--- src/rtl/mux6_rr_sched_pkg.sv ---
// mux6_sched_pkg: shared definitions for the six-way round-robin scheduler.
//   NUM_REQ / SEL_W : requester count and source-index width
//   sel_t           : 3-bit source index type
//   buf_state_t     : output buffer state (EMPTY / FULL)
//   next_idx()      : index + 1, modulo NUM_REQ
package mux6_sched_pkg;

    localparam int unsigned NUM_REQ = 6;
    localparam int unsigned SEL_W   = 3;

    typedef logic [SEL_W-1:0] sel_t;

    typedef enum logic {
        EMPTY = 1'b0,
        FULL  = 1'b1
    } buf_state_t;

    // Codes at or above NUM_REQ-1 wrap to 0, so stray codes 6/7 also land on 0.
    function automatic sel_t next_idx(input sel_t idx);
        if (idx >= sel_t'(NUM_REQ - 1)) begin
            return '0;
        end
        return idx + sel_t'(1);
    endfunction

endpackage

--- src/rtl/mux6_rr_sched_if.sv ---
// mux6_rr_sched_if: request/response bundle for mux6_rr_sched.
//   req_valid/req_ready : per-requester handshake (6 bits each)
//   data0..data5        : requester payloads
//   out_valid/out_ready : downstream handshake
//   out_data/out_sel    : buffered payload and its source index
//   lock                : per-requester lock request (MUX6_SCHED_LOCK_EN only)
// Modports: slave = scheduler side, master = requester/consumer side.
import mux6_sched_pkg::*;

interface mux6_rr_sched_if #(
    parameter int unsigned DATA_W = 4
);

    logic [NUM_REQ-1:0] req_valid;
    logic [NUM_REQ-1:0] req_ready;
    logic [DATA_W-1:0]  data0;
    logic [DATA_W-1:0]  data1;
    logic [DATA_W-1:0]  data2;
    logic [DATA_W-1:0]  data3;
    logic [DATA_W-1:0]  data4;
    logic [DATA_W-1:0]  data5;
    logic               out_valid;
    logic               out_ready;
    logic [DATA_W-1:0]  out_data;
    sel_t               out_sel;
`ifdef MUX6_SCHED_LOCK_EN
    logic [NUM_REQ-1:0] lock;

    modport slave (
        input  req_valid, data0, data1, data2, data3, data4, data5,
        input  out_ready, lock,
        output req_ready, out_valid, out_data, out_sel
    );

    modport master (
        output req_valid, data0, data1, data2, data3, data4, data5,
        output out_ready, lock,
        input  req_ready, out_valid, out_data, out_sel
    );
`else
    modport slave (
        input  req_valid, data0, data1, data2, data3, data4, data5,
        input  out_ready,
        output req_ready, out_valid, out_data, out_sel
    );

    modport master (
        output req_valid, data0, data1, data2, data3, data4, data5,
        output out_ready,
        input  req_ready, out_valid, out_data, out_sel
    );
`endif

endinterface

--- src/rtl/mux6_rr_sched_rr_pick6.sv ---
// rr_pick6: combinational round-robin picker over six requests.
//   req    in  6 : request mask
//   ptr    in  3 : highest-priority index (0..5)
//   any    out 1 : at least one request set
//   winner out 3 : first set index scanning ptr, ptr+1, ... modulo 6
import mux6_sched_pkg::*;

module rr_pick6 (
    input  logic [NUM_REQ-1:0] req,
    input  sel_t               ptr,
    output logic               any,
    output sel_t               winner
);

    sel_t idx;

    always_comb begin
        any    = 1'b0;
        winner = '0;
        idx    = ptr;
        for (int unsigned k = 0; k < NUM_REQ; k++) begin
            if (!any && req[idx]) begin
                any    = 1'b1;
                winner = idx;
            end
            idx = next_idx(idx);
        end
    end

endmodule

--- src/rtl/mux6_rr_sched.sv ---
// mux6_rr_sched: six-requester round-robin scheduler feeding a single-entry
// output buffer.
//   clk : rising-edge clock
//   rst : asynchronous active-high reset
//   bus : mux6_rr_sched_if.slave (requester handshakes, payloads, output port)
// Optional feature: define MUX6_SCHED_LOCK_EN to add the lock input and an
// owner register that restricts winning to the lock holder.
import mux6_sched_pkg::*;

module mux6_rr_sched #(
    parameter int unsigned DATA_W = 4
) (
    input  logic           clk,
    input  logic           rst,
    mux6_rr_sched_if.slave bus
);

    buf_state_t         state_q;
    buf_state_t         state_d;
    sel_t               ptr_q;
    sel_t               sel_q;
    logic [DATA_W-1:0]  data_q;

    logic [NUM_REQ-1:0] req_masked;
    logic [NUM_REQ-1:0] grant;
    logic               any;
    sel_t               winner;
    logic               can_accept;
    logic               accept;
    logic [DATA_W-1:0]  mux_data;

`ifdef MUX6_SCHED_LOCK_EN
    logic lock_vld_q;
    sel_t lock_id_q;

    // The owner keeps exclusive access even while it is not requesting.
    always_comb begin
        req_masked = bus.req_valid;
        if (lock_vld_q) begin
            req_masked = bus.req_valid & (6'b000001 << lock_id_q);
        end
    end

    // While locked only the owner can win, so lock[winner] alone decides
    // whether the lock is taken, kept or released.
    always_ff @(posedge clk or posedge rst) begin
        if (rst) begin
            lock_vld_q <= 1'b0;
            lock_id_q  <= '0;
        end else if (accept) begin
            lock_vld_q <= bus.lock[winner];
            if (bus.lock[winner]) begin
                lock_id_q <= winner;
            end
        end
    end
`else
    always_comb begin
        req_masked = bus.req_valid;
    end
`endif

    rr_pick6 u_pick (
        .req    (req_masked),
        .ptr    (ptr_q),
        .any    (any),
        .winner (winner)
    );

    // Buffer FSM and grant.
    always_comb begin
        state_d    = state_q;
        grant      = '0;
        can_accept = (state_q == EMPTY) || bus.out_ready;
        accept     = any && can_accept;
        if (accept) begin
            grant[winner] = 1'b1;
        end
        case (state_q)
            EMPTY: begin
                if (accept) begin
                    state_d = FULL;
                end
            end
            FULL: begin
                if (bus.out_ready && !accept) begin
                    state_d = EMPTY;
                end
            end
            default: state_d = EMPTY;
        endcase
    end

    // Data steering; codes 6 and 7 are never granted.
    always_comb begin
        case (winner)
            3'd0:    mux_data = bus.data0;
            3'd1:    mux_data = bus.data1;
            3'd2:    mux_data = bus.data2;
            3'd3:    mux_data = bus.data3;
            3'd4:    mux_data = bus.data4;
            3'd5:    mux_data = bus.data5;
            default: mux_data = '0;
        endcase
    end

    always_ff @(posedge clk or posedge rst) begin
        if (rst) begin
            state_q <= EMPTY;
            ptr_q   <= '0;
            sel_q   <= '0;
            data_q  <= '0;
        end else begin
            state_q <= state_d;
            if (accept) begin
                ptr_q  <= next_idx(winner);
                sel_q  <= winner;
                data_q <= mux_data;
            end
        end
    end

    assign bus.req_ready = grant;
    assign bus.out_valid = (state_q == FULL);
    assign bus.out_data  = (state_q == FULL) ? data_q : '0;
    assign bus.out_sel   = sel_q;

endmodule

--- src/flat_wrapper.sv ---
// flat-port wrapper written by rule: the top's interface ports become plain ports
module mux6_rr_sched_flat 
#(
    parameter int unsigned DATA_W = 4
)
  (clk, rst, bus_req_valid, bus_data0, bus_data1, bus_data2, bus_data3, bus_data4, bus_data5, bus_out_ready, bus_req_ready, bus_out_valid, bus_out_data, bus_out_sel);
  mux6_rr_sched_if #(.DATA_W(DATA_W)) bus_i ();
  input  logic clk;
  input  logic rst;
  input wire logic [$bits(bus_i.req_valid)-1:0] bus_req_valid;
  input wire logic [$bits(bus_i.data0)-1:0] bus_data0;
  input wire logic [$bits(bus_i.data1)-1:0] bus_data1;
  input wire logic [$bits(bus_i.data2)-1:0] bus_data2;
  input wire logic [$bits(bus_i.data3)-1:0] bus_data3;
  input wire logic [$bits(bus_i.data4)-1:0] bus_data4;
  input wire logic [$bits(bus_i.data5)-1:0] bus_data5;
  input wire logic [$bits(bus_i.out_ready)-1:0] bus_out_ready;
  output wire logic [$bits(bus_i.req_ready)-1:0] bus_req_ready;
  output wire logic [$bits(bus_i.out_valid)-1:0] bus_out_valid;
  output wire logic [$bits(bus_i.out_data)-1:0] bus_out_data;
  output wire logic [$bits(bus_i.out_sel)-1:0] bus_out_sel;
  assign bus_i.req_valid = bus_req_valid;
  assign bus_i.data0 = bus_data0;
  assign bus_i.data1 = bus_data1;
  assign bus_i.data2 = bus_data2;
  assign bus_i.data3 = bus_data3;
  assign bus_i.data4 = bus_data4;
  assign bus_i.data5 = bus_data5;
  assign bus_i.out_ready = bus_out_ready;
  assign bus_req_ready = bus_i.req_ready;
  assign bus_out_valid = bus_i.out_valid;
  assign bus_out_data = bus_i.out_data;
  assign bus_out_sel = bus_i.out_sel;
  mux6_rr_sched #(.DATA_W(DATA_W)) u_core (.clk(clk), .rst(rst), .bus(bus_i));
endmodule
--- config.mk ---
export PLATFORM = sky130hd
export DESIGN_NAME = mux6_rr_sched_flat
export DESIGN_NICKNAME = d
export VERILOG_FILES = /design/src/rtl/mux6_rr_sched_pkg.sv /design/src/rtl/mux6_rr_sched_if.sv /design/src/rtl/mux6_rr_sched_rr_pick6.sv /design/src/rtl/mux6_rr_sched.sv /design/src/flat_wrapper.sv
export SDC_FILE = /design/constraint.sdc
export NUM_CORES = 1
export LEC_CHECK = 0
export CAP_MARGIN = 15
export CORE_MARGIN = 1
export CORE_UTILIZATION = 40
export CTS_CLUSTER_SIZE = 8
export DETAILED_ROUTE_END_ITERATION = 6
export PLACE_DENSITY_LB_ADDON = 0.25
export SETUP_SLACK_MARGIN = 0.02
export SYNTH_ARGS = -nofsm -noshare
export SYNTH_HDL_FRONTEND = slang
export SYNTH_HIERARCHICAL = 1
export SYNTH_SLANG_ARGS = --single-unit
--- constraint.sdc ---
create_clock -name clk -period 8.1 [get_ports clk]
set_input_delay 1.215 -clock clk [delete_from_list [all_inputs] [get_ports clk]]
set_output_delay 1.215 -clock clk [all_outputs]
set_load 0.03 [all_outputs]
==> flow_metrics.env, run 1 <==
export IMPL_final_common_cell="clkdlybuf4s50_1"
export IMPL_first_pass_iters=4
export IMPL_num_vias=2080
export IMPL_critPathSlowestCell="clkdlybuf4s50_1"
export IMPL_post_route_period_util_pct=94.2
export IMPL_place_congestion=0.896
export IMPL_slowest_delay_ps=700
export IMPL_slew_headroom_pct=51.3
export IMPL_path_common_cell="ha_1"
export IMPL_grt_max_degree=17
export IMPL_cts_tree="built"
export IMPL_cap_viol_max_count=0
export IMPL_yosysWarnings=6
export IMPL_final_cell_mix="clkdlybuf4s50_1, nand2_1, inv_1"
export IMPL_end_kind="primary output"
export IMPL_synthesis_area_um2=1980
export IMPL_drtIter0Drc=250
export IMPL_track_usage_pct=23.1
export IMPL_antenna_found_initial=0
export IMPL_tns_ps=0
export IMPL_viasPerCell=5.81
export IMPL_synth_area_leaders="dfrtp_1, ha_1, nand2_1, inv_1, mux2i_1"
export IMPL_syn2layout_area_growth_pct=28.3
export IMPL_root_buffer="clkbuf_8"
export IMPL_port_buffers=46
export IMPL_whs_path_depth=1
export IMPL_postPlaceCellArea_um2=2480
export IMPL_synth_edf_count=0
export IMPL_clock_sinks=11
export IMPL_skew_ps=1.92
export IMPL_row_count=25
export IMPL_grt_pass1_vias=1978
export IMPL_synth_top_area_share_pct=13.9
export IMPL_fill_cells=470
export IMPL_clock_latency_ps=240
export IMPL_finalHoldViolCount=0
export IMPL_dp_cells=354
export IMPL_ys_seq_area_share_pct=13.9
export IMPL_drc=0
export IMPL_antenna_left=0
export IMPL_max_freq_ghz=0.131
export IMPL_rsz0062_at_grt="no"
export IMPL_initial_core_util_pct=41.7
export IMPL_clk_pin_slew_worst_paths_ps=60
export IMPL_final_core_util_pct=53.5
export IMPL_fin_cells=358
export IMPL_wl_per_cell_um=15.8
export IMPL_dp_hpwl_um=4460
export IMPL_synthCells=248
export IMPL_status="completed"
export IMPL_coreArea_um2=4750
export IMPL_synthFlopType="dfrtp_1"
export IMPL_synth_nets=296
export IMPL_synth_cell_types=70
export IMPL_htree_levels=1
export IMPL_ios=47
export IMPL_path_max_fanout=11
export IMPL_die_h_um=72.4
export IMPL_synth_top_cell_by_area="dfrtp_1"
export IMPL_async_flop_share_pct=100
export IMPL_critPathLaunchType="flop"
export IMPL_drt_wl_total_um=5640
export IMPL_cts_max_path_buffers=2
export IMPL_worstPathRequired_ps=6880
export IMPL_drive_gt1_share_pct=13.1
export IMPL_slew_viol_final=0
export IMPL_nets=340
export IMPL_ff2ff_path_depth=26
export IMPL_crit_arrival_ps=6420
export IMPL_setup_worst_path_class="reg -> out"
export IMPL_fp_dieArea_um2=5240
export IMPL_syn_area_per_cell_um2=8.00
export IMPL_synth_seq_cells=11
export IMPL_fin_crit_ps=7630
export IMPL_cts_setup_buffers=0
export IMPL_worst_hold_path_type="reg -> reg"
export IMPL_setup_viol=0
export IMPL_cts_buffers=3
export IMPL_fin_area_um2=2540
export IMPL_tightest_slew_ps=721
export IMPL_die_w_um=72.4
export IMPL_grt_pass1_wl_um=9540
export IMPL_overflow=0
export IMPL_antennaDiodeCount=0
export IMPL_path_cells="ha_1, o21a_1, nor2_4, inv_1, ha_1, nand2_1, inv_1, ha_1, or4_1, a211oi_2, o31ai_4, nand2b_1, and2_1, ha_1, nor2b_1, o22a_1, o22ai_1, o311ai_0, a2111oi_4, a211o_2, nand2_1, nor3_1, clkdlybuf4s50_1"
==> final timing paths <==
check / from / slack (ps) / endpoint
worst max-delay path: u_core/ptr_q[0] / 470 / bus_req_ready[1]
worst min-delay path: u_core/data_q[2] / 470 / u_core/data_q[2]
worst max register to register: u_core/ptr_q[0] / 1390 / u_core/data_q[3]
worst min register to register: u_core/data_q[2] / 470 / u_core/data_q[2]
max in group asynchronous: rst / 6510 / u_core/ptr_q[1]
min in group asynchronous: rst / 1260 / u_core/data_q[0]
==> metrics by stage <==
step	hold WS, ps	setup slack [ps]
floorplan	441	917
global placement	453	631
detailed placement	460	388
CTS	475	123
global route	501	13.8
finish	473	467
==> cell usage after synthesis (2+ instances only) <==
| library cell | number |
|---|---|
| o2bb2ai_1 | 2 |
| and2_1 | 6 |
| inv_2 | 2 |
| nand3_1 | 6 |
| or3_1 | 3 |
| a21o_1 | 5 |
| ha_1 | 15 |
| buf_6 | 4 |
| nor2b_1 | 5 |
| nor3_1 | 10 |
| mux2_4 | 2 |
| o32a_1 | 2 |
| nor4b_1 | 3 |
| nand2_1 | 19 |
| o21ai_1 | 3 |
| o22ai_1 | 2 |
| o21ai_0 | 10 |
| mux2i_1 | 6 |
| o21a_1 | 7 |
| nor2_1 | 16 |
| o211ai_2 | 2 |
| nor4_1 | 3 |
| a22oi_1 | 2 |
| a22o_1 | 2 |
| nor3b_1 | 3 |
| o221ai_2 | 2 |
| inv_1 | 18 |
| a21oi_1 | 10 |
| nand2b_1 | 8 |
| a32oi_1 | 3 |
| o21ai_2 | 2 |
| a21boi_0 | 3 |
| a222oi_1 | 4 |
| dfrtp_1 | 11 |
| buf_2 | 6 |
| o31ai_1 | 2 |
| a211oi_1 | 2 |
| mux2_2 | 5 |
==> layer usage <==
layer,routed length [um],GRT usage [%],vias up,part of all wire [%]
met1,2610,31.9,973,46
met4,126,10.7,0,2.2
li1,-,-,1024,-
met2,2550,34.8,71,45
met3,356,4.03,12,6.3
met5,0,0,-,0
==> layout make-up <==
type / instances / area (um2) / share of cell area, %
well taps: 67 / 83.8 / 3.30
inverters: 20 / 75.1 / 2.95
clock buffers: 3 / 41.3 / 1.62
flip-flops and latches: 11 / 277 / 10.9
clock inverters: 1 / 5.00 / 0.197
repair buffers: 50 / 498 / 19.6
multi-input cells: 206 / 1560 / 61.5
==> critical path: cells and delay by family (launching register included) <==
family                   cells  cell delay (ps)
flip-flops                   1              490
buffers and inverters        3              880
AO/OA/AOI/OAI                8             1950
AND/OR/NAND/NOR              8             1580
adder cells (fa/ha/maj)      4             1260
==> cell families after synthesis <==
logic type / synth area share (%)
muxes: 9.21
and+or+nand+nor: 25.6
buffers and inverters: 7.76
DFF: 13.9
adders and majority gates: 9.46
AOI/OAI and AO/OA: 34.1
==> what timing repair did <==
| item | CTS | global route |
|---|---|---|
| endpoints found under the setup margin | 0 | 5 |
| hold endpoints to repair | 0 | 0 |
| hold buffers | 0 | 0 |
| gates resized for setup | 0 | 7 |
==> state kept, by name, indices dropped and copies added, names as in the netlist <==
register / flops
u_core/bus.out_sel: 3
u_core/bus.out_valid: 1
u_core/data_q: 4
u_core/ptr_q: 3
Power of run 1 is left out: the tool's default activity adds up to more than one toggle a clock period on the data nets, which glitch-free logic cannot reach.
==> run 2: changes to the inputs <==
- CORE_MARGIN: 1 -> unset
==> results of run 2 <==
Same layout as run 1: the final DEF is identical, and so are final timing and power.
Power of run 2 is left out for the same reason.
